`src/rtl/wb_result_stage_if.sv`:
```
// Bundle between the execute/memory boundary and the writeback stage: instruction
// handshake, memory read return, and the register-file/forwarding result bus.
interface wb_result_stage_if #(
  parameter int XLEN = 32
) ();
  logic            in_valid;
  logic            in_ready;
  logic [2:0]      ResultSrc;
  logic [XLEN-1:0] ALUResult;
  logic [XLEN-1:0] PCPlus4;
  logic [XLEN-1:0] ImmExt;
  logic [XLEN-1:0] PCTarget;
  logic [4:0]      rd;
  logic            RegWrite;
  logic [2:0]      LoadFunct3;
  logic            mem_rvalid;
  logic [XLEN-1:0] MemoryData;
  logic            wb_valid;
  logic            wb_we;
  logic [4:0]      wb_rd;
  logic [XLEN-1:0] wb_data;
  logic            wb_err;

  modport master (
    output in_valid, ResultSrc, ALUResult, PCPlus4, ImmExt, PCTarget,
           rd, RegWrite, LoadFunct3, mem_rvalid, MemoryData,
    input  in_ready, wb_valid, wb_we, wb_rd, wb_data, wb_err
  );

  modport slave (
    input  in_valid, ResultSrc, ALUResult, PCPlus4, ImmExt, PCTarget,
           rd, RegWrite, LoadFunct3, mem_rvalid, MemoryData,
    output in_ready, wb_valid, wb_we, wb_rd, wb_data, wb_err
  );
endinterface

```
`src/rtl/wb_result_stage.sv`:
```
// Registered writeback stage: selects the result source, parks loads until memory
// data returns, then extracts/extends and alignment-checks the loaded value.
module wb_result_stage #(
  parameter int XLEN        = 32,
  parameter bit LOAD_EXT_EN = 1'b1
) (
  input  logic             clk,
  input  logic             rst_n,
  wb_result_stage_if.slave bus
);

  localparam logic [2:0] SRC_LOAD = 3'b001;

  typedef enum logic [0:0] {
    S_IDLE     = 1'b0,
    S_WAIT_MEM = 1'b1
  } state_e;

  state_e          state_q, state_d;
  logic [4:0]      ld_rd_q, ld_rd_d;
  logic            ld_regwrite_q, ld_regwrite_d;
  logic [2:0]      ld_funct3_q, ld_funct3_d;
  logic [2:0]      ld_off_q, ld_off_d;
  logic            wb_valid_q, wb_valid_d;
  logic            wb_we_q, wb_we_d;
  logic            wb_err_q, wb_err_d;
  logic [4:0]      wb_rd_q, wb_rd_d;
  logic [XLEN-1:0] wb_data_q, wb_data_d;
  logic            src_err;
  logic            ld_err;

  function automatic logic src_illegal(input logic [2:0] src);
    return src[2] && (src[1:0] != 2'b00);
  endfunction

  function automatic logic [XLEN-1:0] select_src(
    input logic [2:0]      src,
    input logic [XLEN-1:0] alu,
    input logic [XLEN-1:0] pc4,
    input logic [XLEN-1:0] imm,
    input logic [XLEN-1:0] pct
  );
    logic [XLEN-1:0] res;
    case (src)
      3'b000:  res = alu;
      3'b010:  res = pc4;
      3'b011:  res = imm;
      3'b100:  res = pct;
      default: res = '0;
    endcase
    return res;
  endfunction

  // Offset is already reduced to the lanes that exist for this XLEN.
  function automatic logic load_illegal(input logic [2:0] f3, input logic [2:0] off);
    logic bad;
    case (f3)
      3'b000, 3'b100: bad = 1'b0;
      3'b001, 3'b101: bad = off[0];
      3'b010:         bad = (off[1:0] != 2'b00);
      3'b110:         bad = (XLEN == 32) || (off[1:0] != 2'b00);
      3'b011:         bad = (XLEN == 32) || (off != 3'b000);
      default:        bad = 1'b1;
    endcase
    return bad;
  endfunction

  function automatic logic [XLEN-1:0] extract_load(
    input logic [2:0]      f3,
    input logic [2:0]      off,
    input logic [XLEN-1:0] mem
  );
    logic [63:0] wide;
    logic [63:0] sh;
    logic [63:0] r;
    wide = 64'(mem);
    sh   = wide >> {off, 3'b000};
    case (f3[1:0])
      2'b00:   r = f3[2] ? {56'b0, sh[7:0]}  : {{56{sh[7]}},  sh[7:0]};
      2'b01:   r = f3[2] ? {48'b0, sh[15:0]} : {{48{sh[15]}}, sh[15:0]};
      2'b10:   r = f3[2] ? {32'b0, sh[31:0]} : {{32{sh[31]}}, sh[31:0]};
      default: r = sh;
    endcase
    return r[XLEN-1:0];
  endfunction

  assign bus.in_ready = (state_q == S_IDLE);
  assign bus.wb_valid = wb_valid_q;
  assign bus.wb_we    = wb_we_q;
  assign bus.wb_err   = wb_err_q;
  assign bus.wb_rd    = wb_rd_q;
  assign bus.wb_data  = wb_data_q;

  always_comb begin
    state_d       = state_q;
    ld_rd_d       = ld_rd_q;
    ld_regwrite_d = ld_regwrite_q;
    ld_funct3_d   = ld_funct3_q;
    ld_off_d      = ld_off_q;
    wb_valid_d    = 1'b0;
    wb_we_d       = 1'b0;
    wb_err_d      = 1'b0;
    wb_rd_d       = wb_rd_q;
    wb_data_d     = wb_data_q;
    src_err       = 1'b0;
    ld_err        = 1'b0;

    case (state_q)
      S_IDLE: begin
        if (bus.in_valid) begin
          if (bus.ResultSrc == SRC_LOAD) begin
            ld_rd_d       = bus.rd;
            ld_regwrite_d = bus.RegWrite;
            ld_funct3_d   = bus.LoadFunct3;
            ld_off_d      = (XLEN == 32) ? {1'b0, bus.ALUResult[1:0]} : bus.ALUResult[2:0];
            state_d       = S_WAIT_MEM;
          end else begin
            src_err    = src_illegal(bus.ResultSrc);
            wb_valid_d = 1'b1;
            wb_err_d   = src_err;
            wb_we_d    = bus.RegWrite && (bus.rd != 5'd0) && !src_err;
            wb_rd_d    = bus.rd;
            wb_data_d  = select_src(bus.ResultSrc, bus.ALUResult, bus.PCPlus4,
                                    bus.ImmExt, bus.PCTarget);
          end
        end
      end
      S_WAIT_MEM: begin
        // Memory data is only consumed from here, so a return in the accept cycle is dropped.
        if (bus.mem_rvalid) begin
          ld_err     = LOAD_EXT_EN && load_illegal(ld_funct3_q, ld_off_q);
          wb_valid_d = 1'b1;
          wb_err_d   = ld_err;
          wb_we_d    = ld_regwrite_q && (ld_rd_q != 5'd0) && !ld_err;
          wb_rd_d    = ld_rd_q;
          wb_data_d  = (!LOAD_EXT_EN || ld_err) ? bus.MemoryData
                                                : extract_load(ld_funct3_q, ld_off_q, bus.MemoryData);
          state_d    = S_IDLE;
        end
      end
      default: state_d = S_IDLE;
    endcase
  end

  always_ff @(posedge clk or negedge rst_n) begin
    if (!rst_n) begin
      state_q       <= S_IDLE;
      ld_rd_q       <= 5'd0;
      ld_regwrite_q <= 1'b0;
      ld_funct3_q   <= 3'd0;
      ld_off_q      <= 3'd0;
      wb_valid_q    <= 1'b0;
      wb_we_q       <= 1'b0;
      wb_err_q      <= 1'b0;
      wb_rd_q       <= 5'd0;
      wb_data_q     <= '0;
    end else begin
      state_q       <= state_d;
      ld_rd_q       <= ld_rd_d;
      ld_regwrite_q <= ld_regwrite_d;
      ld_funct3_q   <= ld_funct3_d;
      ld_off_q      <= ld_off_d;
      wb_valid_q    <= wb_valid_d;
      wb_we_q       <= wb_we_d;
      wb_err_q      <= wb_err_d;
      wb_rd_q       <= wb_rd_d;
      wb_data_q     <= wb_data_d;
    end
  end

endmodule
```
`src/flat_wrapper.sv`:
```
// flat-port wrapper written by rule: the top's interface ports become plain ports
module wb_result_stage_flat 
#(
  parameter int XLEN        = 32,
  parameter bit LOAD_EXT_EN = 1'b1
)
  (clk, rst_n, bus_in_valid, bus_ResultSrc, bus_ALUResult, bus_PCPlus4, bus_ImmExt, bus_PCTarget, bus_rd, bus_RegWrite, bus_LoadFunct3, bus_mem_rvalid, bus_MemoryData, bus_in_ready, bus_wb_valid, bus_wb_we, bus_wb_rd, bus_wb_data, bus_wb_err);
  wb_result_stage_if #(.XLEN(XLEN)) bus_i ();
  input  logic clk;
  input  logic rst_n;
  input wire logic [$bits(bus_i.in_valid)-1:0] bus_in_valid;
  input wire logic [$bits(bus_i.ResultSrc)-1:0] bus_ResultSrc;
  input wire logic [$bits(bus_i.ALUResult)-1:0] bus_ALUResult;
  input wire logic [$bits(bus_i.PCPlus4)-1:0] bus_PCPlus4;
  input wire logic [$bits(bus_i.ImmExt)-1:0] bus_ImmExt;
  input wire logic [$bits(bus_i.PCTarget)-1:0] bus_PCTarget;
  input wire logic [$bits(bus_i.rd)-1:0] bus_rd;
  input wire logic [$bits(bus_i.RegWrite)-1:0] bus_RegWrite;
  input wire logic [$bits(bus_i.LoadFunct3)-1:0] bus_LoadFunct3;
  input wire logic [$bits(bus_i.mem_rvalid)-1:0] bus_mem_rvalid;
  input wire logic [$bits(bus_i.MemoryData)-1:0] bus_MemoryData;
  output wire logic [$bits(bus_i.in_ready)-1:0] bus_in_ready;
  output wire logic [$bits(bus_i.wb_valid)-1:0] bus_wb_valid;
  output wire logic [$bits(bus_i.wb_we)-1:0] bus_wb_we;
  output wire logic [$bits(bus_i.wb_rd)-1:0] bus_wb_rd;
  output wire logic [$bits(bus_i.wb_data)-1:0] bus_wb_data;
  output wire logic [$bits(bus_i.wb_err)-1:0] bus_wb_err;
  assign bus_i.in_valid = bus_in_valid;
  assign bus_i.ResultSrc = bus_ResultSrc;
  assign bus_i.ALUResult = bus_ALUResult;
  assign bus_i.PCPlus4 = bus_PCPlus4;
  assign bus_i.ImmExt = bus_ImmExt;
  assign bus_i.PCTarget = bus_PCTarget;
  assign bus_i.rd = bus_rd;
  assign bus_i.RegWrite = bus_RegWrite;
  assign bus_i.LoadFunct3 = bus_LoadFunct3;
  assign bus_i.mem_rvalid = bus_mem_rvalid;
  assign bus_i.MemoryData = bus_MemoryData;
  assign bus_in_ready = bus_i.in_ready;
  assign bus_wb_valid = bus_i.wb_valid;
  assign bus_wb_we = bus_i.wb_we;
  assign bus_wb_rd = bus_i.wb_rd;
  assign bus_wb_data = bus_i.wb_data;
  assign bus_wb_err = bus_i.wb_err;
  wb_result_stage #(.XLEN(XLEN), .LOAD_EXT_EN(LOAD_EXT_EN)) u_core (.clk(clk), .rst_n(rst_n), .bus(bus_i));
endmodule
```
`config.mk`:
```
export PLATFORM = sky130hd
export DESIGN_NAME = wb_result_stage_flat
export DESIGN_NICKNAME = d
export VERILOG_FILES = /design/src/rtl/wb_result_stage_if.sv /design/src/rtl/wb_result_stage.sv /design/src/flat_wrapper.sv
export SDC_FILE = /design/constraint.sdc
export NUM_CORES = 1
export LEC_CHECK = 0
export ABC_AREA = 1
export CAP_MARGIN = 30
export CORE_MARGIN = 5
export CORE_UTILIZATION = 45
export DETAILED_ROUTE_END_ITERATION = 16
export GPL_TIMING_DRIVEN = 0
export HOLD_SLACK_MARGIN = 0.02
export MAX_ROUTING_LAYER = met4
export PLACE_DENSITY_LB_ADDON = 0.3
export SYNTH_ARGS = -nofsm -noshare
export SYNTH_HDL_FRONTEND = slang
export SYNTH_SLANG_ARGS = --single-unit
```
`constraint.sdc`:
```
create_clock -name clk -period 2.94 [get_ports clk]
set_input_delay 0.882 -clock clk [delete_from_list [all_inputs] [get_ports clk]]
set_output_delay 0.882 -clock clk [all_outputs]
set_load 0.05 [all_outputs]
```
==> results.json, run 1 <==
{
  "tightest_slew_ps": 564,
  "ys_seq_elements": 52,
  "path_class": "flop to output port",
  "antennaDiodeCount": 0,
  "endpoint_kind": "output port",
  "fill_cells": 958,
  "synth_nets": 993,
  "die_h_um": 113,
  "critPathRequiredTime_ps": 2060,
  "clockBufferDepth": 2,
  "yosys.area.top_type_share_pct": 27.2,
  "dp_cells": 1167,
  "yosys_warnings": 0,
  "drtAntennaViolNets": 0,
  "firstDrtPassIters": 5,
  "reg2reg_slack_ps": 1170,
  "fp.dieArea_sq_um": 12800,
  "met3_length_um": 1550,
  "cp_slowest_cell": "dlygate4sd2_1",
  "slew_violations": 0,
  "fin_skew_ps": 13.8,
  "vias": 6376,
  "final_common_cell": "clkdlybuf4s50_1",
  "grt_max_degree": 41,
  "rows": 37,
  "grt_pass1_vias": 6264,
  "drt_iter0_drc": 612,
  "fmax_mhz": 367,
  "setup_viol": 0,
  "place_area_sq_um": 7100,
  "drc": 0,
  "insertion_delay_ps": 320,
  "design_area_sq_um": 7190,
  "p_leak_uw": 0.00336,
  "powerDensity_nw_per_um2": 461,
  "synthCells": 817,
  "hold_class": "primary input to asynchronous set/reset pin",
  "drt-met1-wl_um": 8460,
  "avgSynthCellArea_sq_um": 5.86,
  "root_buffer": "clkbuf_8",
  "cp_cell_sequence": "inv_1 > clkbuf_1 > dlygate4sd2_1",
  "portBuffers": 213,
  "dpl.hpwl_um": 16900,
  "cts_buffers": 5,
  "top_layer": "met4",
  "layout_min_cycle_time_ps": 2720,
  "viasPerCell": 5.43,
  "synth_enable_flop_cells": 0,
  "clk_pin_slew_ps": 110,
  "cts_tree": "done",
  "grt_pass1_wl_um": 31900,
  "regArea_sq_um": 1300,
  "wl_um": 20500,
  "route.met2.wl_um": 9930,
  "gr-total-overflow": 0,
  "critPathLaunchType": "flop",
  "yosys.cell_types.count": 27,
  "htreeDepth": 2,
  "worstPathMaxFanout": 10,
  "status": "complete, no violations",
  "rsz0062_at_grt": "false",
  "die_w_um": 113,
  "place_congestion": 0.983,
  "track_usage_pct": 32.1,
  "yosys.area.top_type": "dfrtp_1",
  "antenna_found_initial": 0,
  "max_cap_violations": 0,
  "instances_no_fill": 1175,
  "synth_async_sr_flop_share_pct": 100,
  "cts-hold-fix-buffers": 0,
  "core_area_sq_um": 10400,
  "initial_utilization_pct": 46.1,
  "clkSinkCount": 52,
  "area_growth_pct": 50.3,
  "synth_area_leaders": "dfrtp_1 (27%), nand2_1 (14%), nor2_1 (13%), nand3_1 (11%), nand4_1 (6.4%)",
  "whs_ps": 450,
  "ioPinCount": 217,
  "hold_viol_final": 0,
  "tns_ps": 0,
  "drive_gt1_share_pct": 6.74,
  "nets": 1214,
  "peakVddDrop_mv": 0.324,
  "arrival_ps": 1840,
  "cpPeakStageDelay_ps": 600,
  "synthFlopType": "dfrtp_1",
  "yosysSeqAreaShare_pct": 27.2,
  "slew_headroom_pct": 62.3,
  "layout_common_cells": "clkdlybuf4s50_1 (211), nand2_1 (178), nor2_1 (172)",
  "syn_area_sq_um": 4780,
  "wl_per_cell_um": 17.5,
  "fin_crit_sh_pct": 92.7,
  "multi_input_area_sq_um": 2900
}
-- flip-flops by register name, indices dropped and copies added (netlist names) --
register,count
u_core.ld_regwrite_q,1
u_core.bus.wb_err,1
u_core.bus.wb_we,1
u_core.ld_rd_q,5
u_core.ld_funct3_q,3
u_core.bus.wb_valid,1
u_core.bus.wb_data,32
u_core.ld_off_q,2
u_core.state_q,1
u_core.bus.wb_rd,5
-- through the flow --
step / power (uW) / worst slack (ps) / utilization [%]
after floorplan: 2110 / 981 / -
after global placement: 2860 / -643 / 68.3
after detailed placement: 2880 / 292 / 68.5
after CTS: 3300 / 246 / 69.3
after global routing: 3510 / 154 / 69.3
final: 3310 / 216 / 69.3
-- cell usage after synthesis (2+ instances only) --
cell      number
nand4_1       49
inv_2          4
inv_4          2
buf_4          8
nand2_2        2
nor3_1         2
nor2_1       172
a31oi_1        5
a21oi_1       61
o21ai_1        8
mux2_2         4
o21ai_0       37
buf_1          7
inv_1         58
buf_2         31
nand3_2        3
clkbuf_1      15
dfrtp_1       52
buf_6          4
nand3_1      109
nand2_1      178
-- final timing paths --
path | start | end | depth (start not counted)
setup reg to reg | u_core.state_q | u_core.bus.wb_data[26] | 5
min in group clk | u_core.bus.wb_data[3] | u_core.bus.wb_data[3] | 2
hold reg to reg | u_core.bus.wb_data[3] | u_core.bus.wb_data[3] | 2
hold / removal | rst_n | u_core.bus.wb_data[23] | 1
max in group asynchronous | rst_n | u_core.bus.wb_data[13] | 2
setup / recovery | u_core.state_q | bus_in_ready | 3
-- cell type report --
cell class | instances | area share [%]
Clock buffer | 6 | 1.01
Clock inverter | 2 | 0.226
Timing Repair Buffer | 214 | 29.8
Tap cell | 136 | 2.37
Inverter | 64 | 3.41
Sequential cell | 52 | 18.1
Multi-Input combinational cell | 636 | 40.3
Buffer | 65 | 4.77
-- power by group --
| group | internal [uW] | leakage, uW | total, uW | switching [uW] |
|---|---|---|---|---|
| logic | 724 | 0.00271 | 1940 | 1210 |
| clock network | 170 | 0.0000414 | 427 | 257 |
| registers | 854 | 0.000616 | 952 | 97.2 |
| total | 1750 | 0.00336 | 3310 | 1570 |
-- worst max-delay path, delay by kind of cell (launching register included) --
kind | cells | cell delay, ps
buffers and inverters | 3 | 1090
DFF | 1 | 430
-- cells by family after synthesis --
logic type             Yosys count  synth area share (%)
flip-flops                      52                  27.2
buffers and inverters          129                  12.3
AO/OA/AOI/OAI                  114                  12.4
multiplexers                     4                 0.941
AND/OR/NAND/NOR                518                  47.2
-- layer usage --
metal / track usage, % / vias to the layer above
met1: 40.4 / 2906
met2: 53.7 / 306
met3: 3.90 / 43
li1: - / 3121
met5: - / -
met4: 10.1 / 0
-- timing repair --
| item | in CTS | in global routing |
|---|---|---|
| setup buffers | 0 | 0 |
| resized for setup | 1 | 0 |
| setup endpoints to repair | 1 | 0 |
Note: power is estimated with default switching activity, not from simulation.
==> inputs of run 2 (changes only) <==
--- a/config.mk
+++ b/config.mk
@@ -6,7 +6,6 @@
 export NUM_CORES = 1
 export LEC_CHECK = 0
 export ABC_AREA = 1
-export CAP_MARGIN = 30
 export CORE_MARGIN = 5
 export CORE_UTILIZATION = 45
 export DETAILED_ROUTE_END_ITERATION = 16
==> results of run 2 <==
No change in the layout: final DEF, timing and power equal those of run 1.
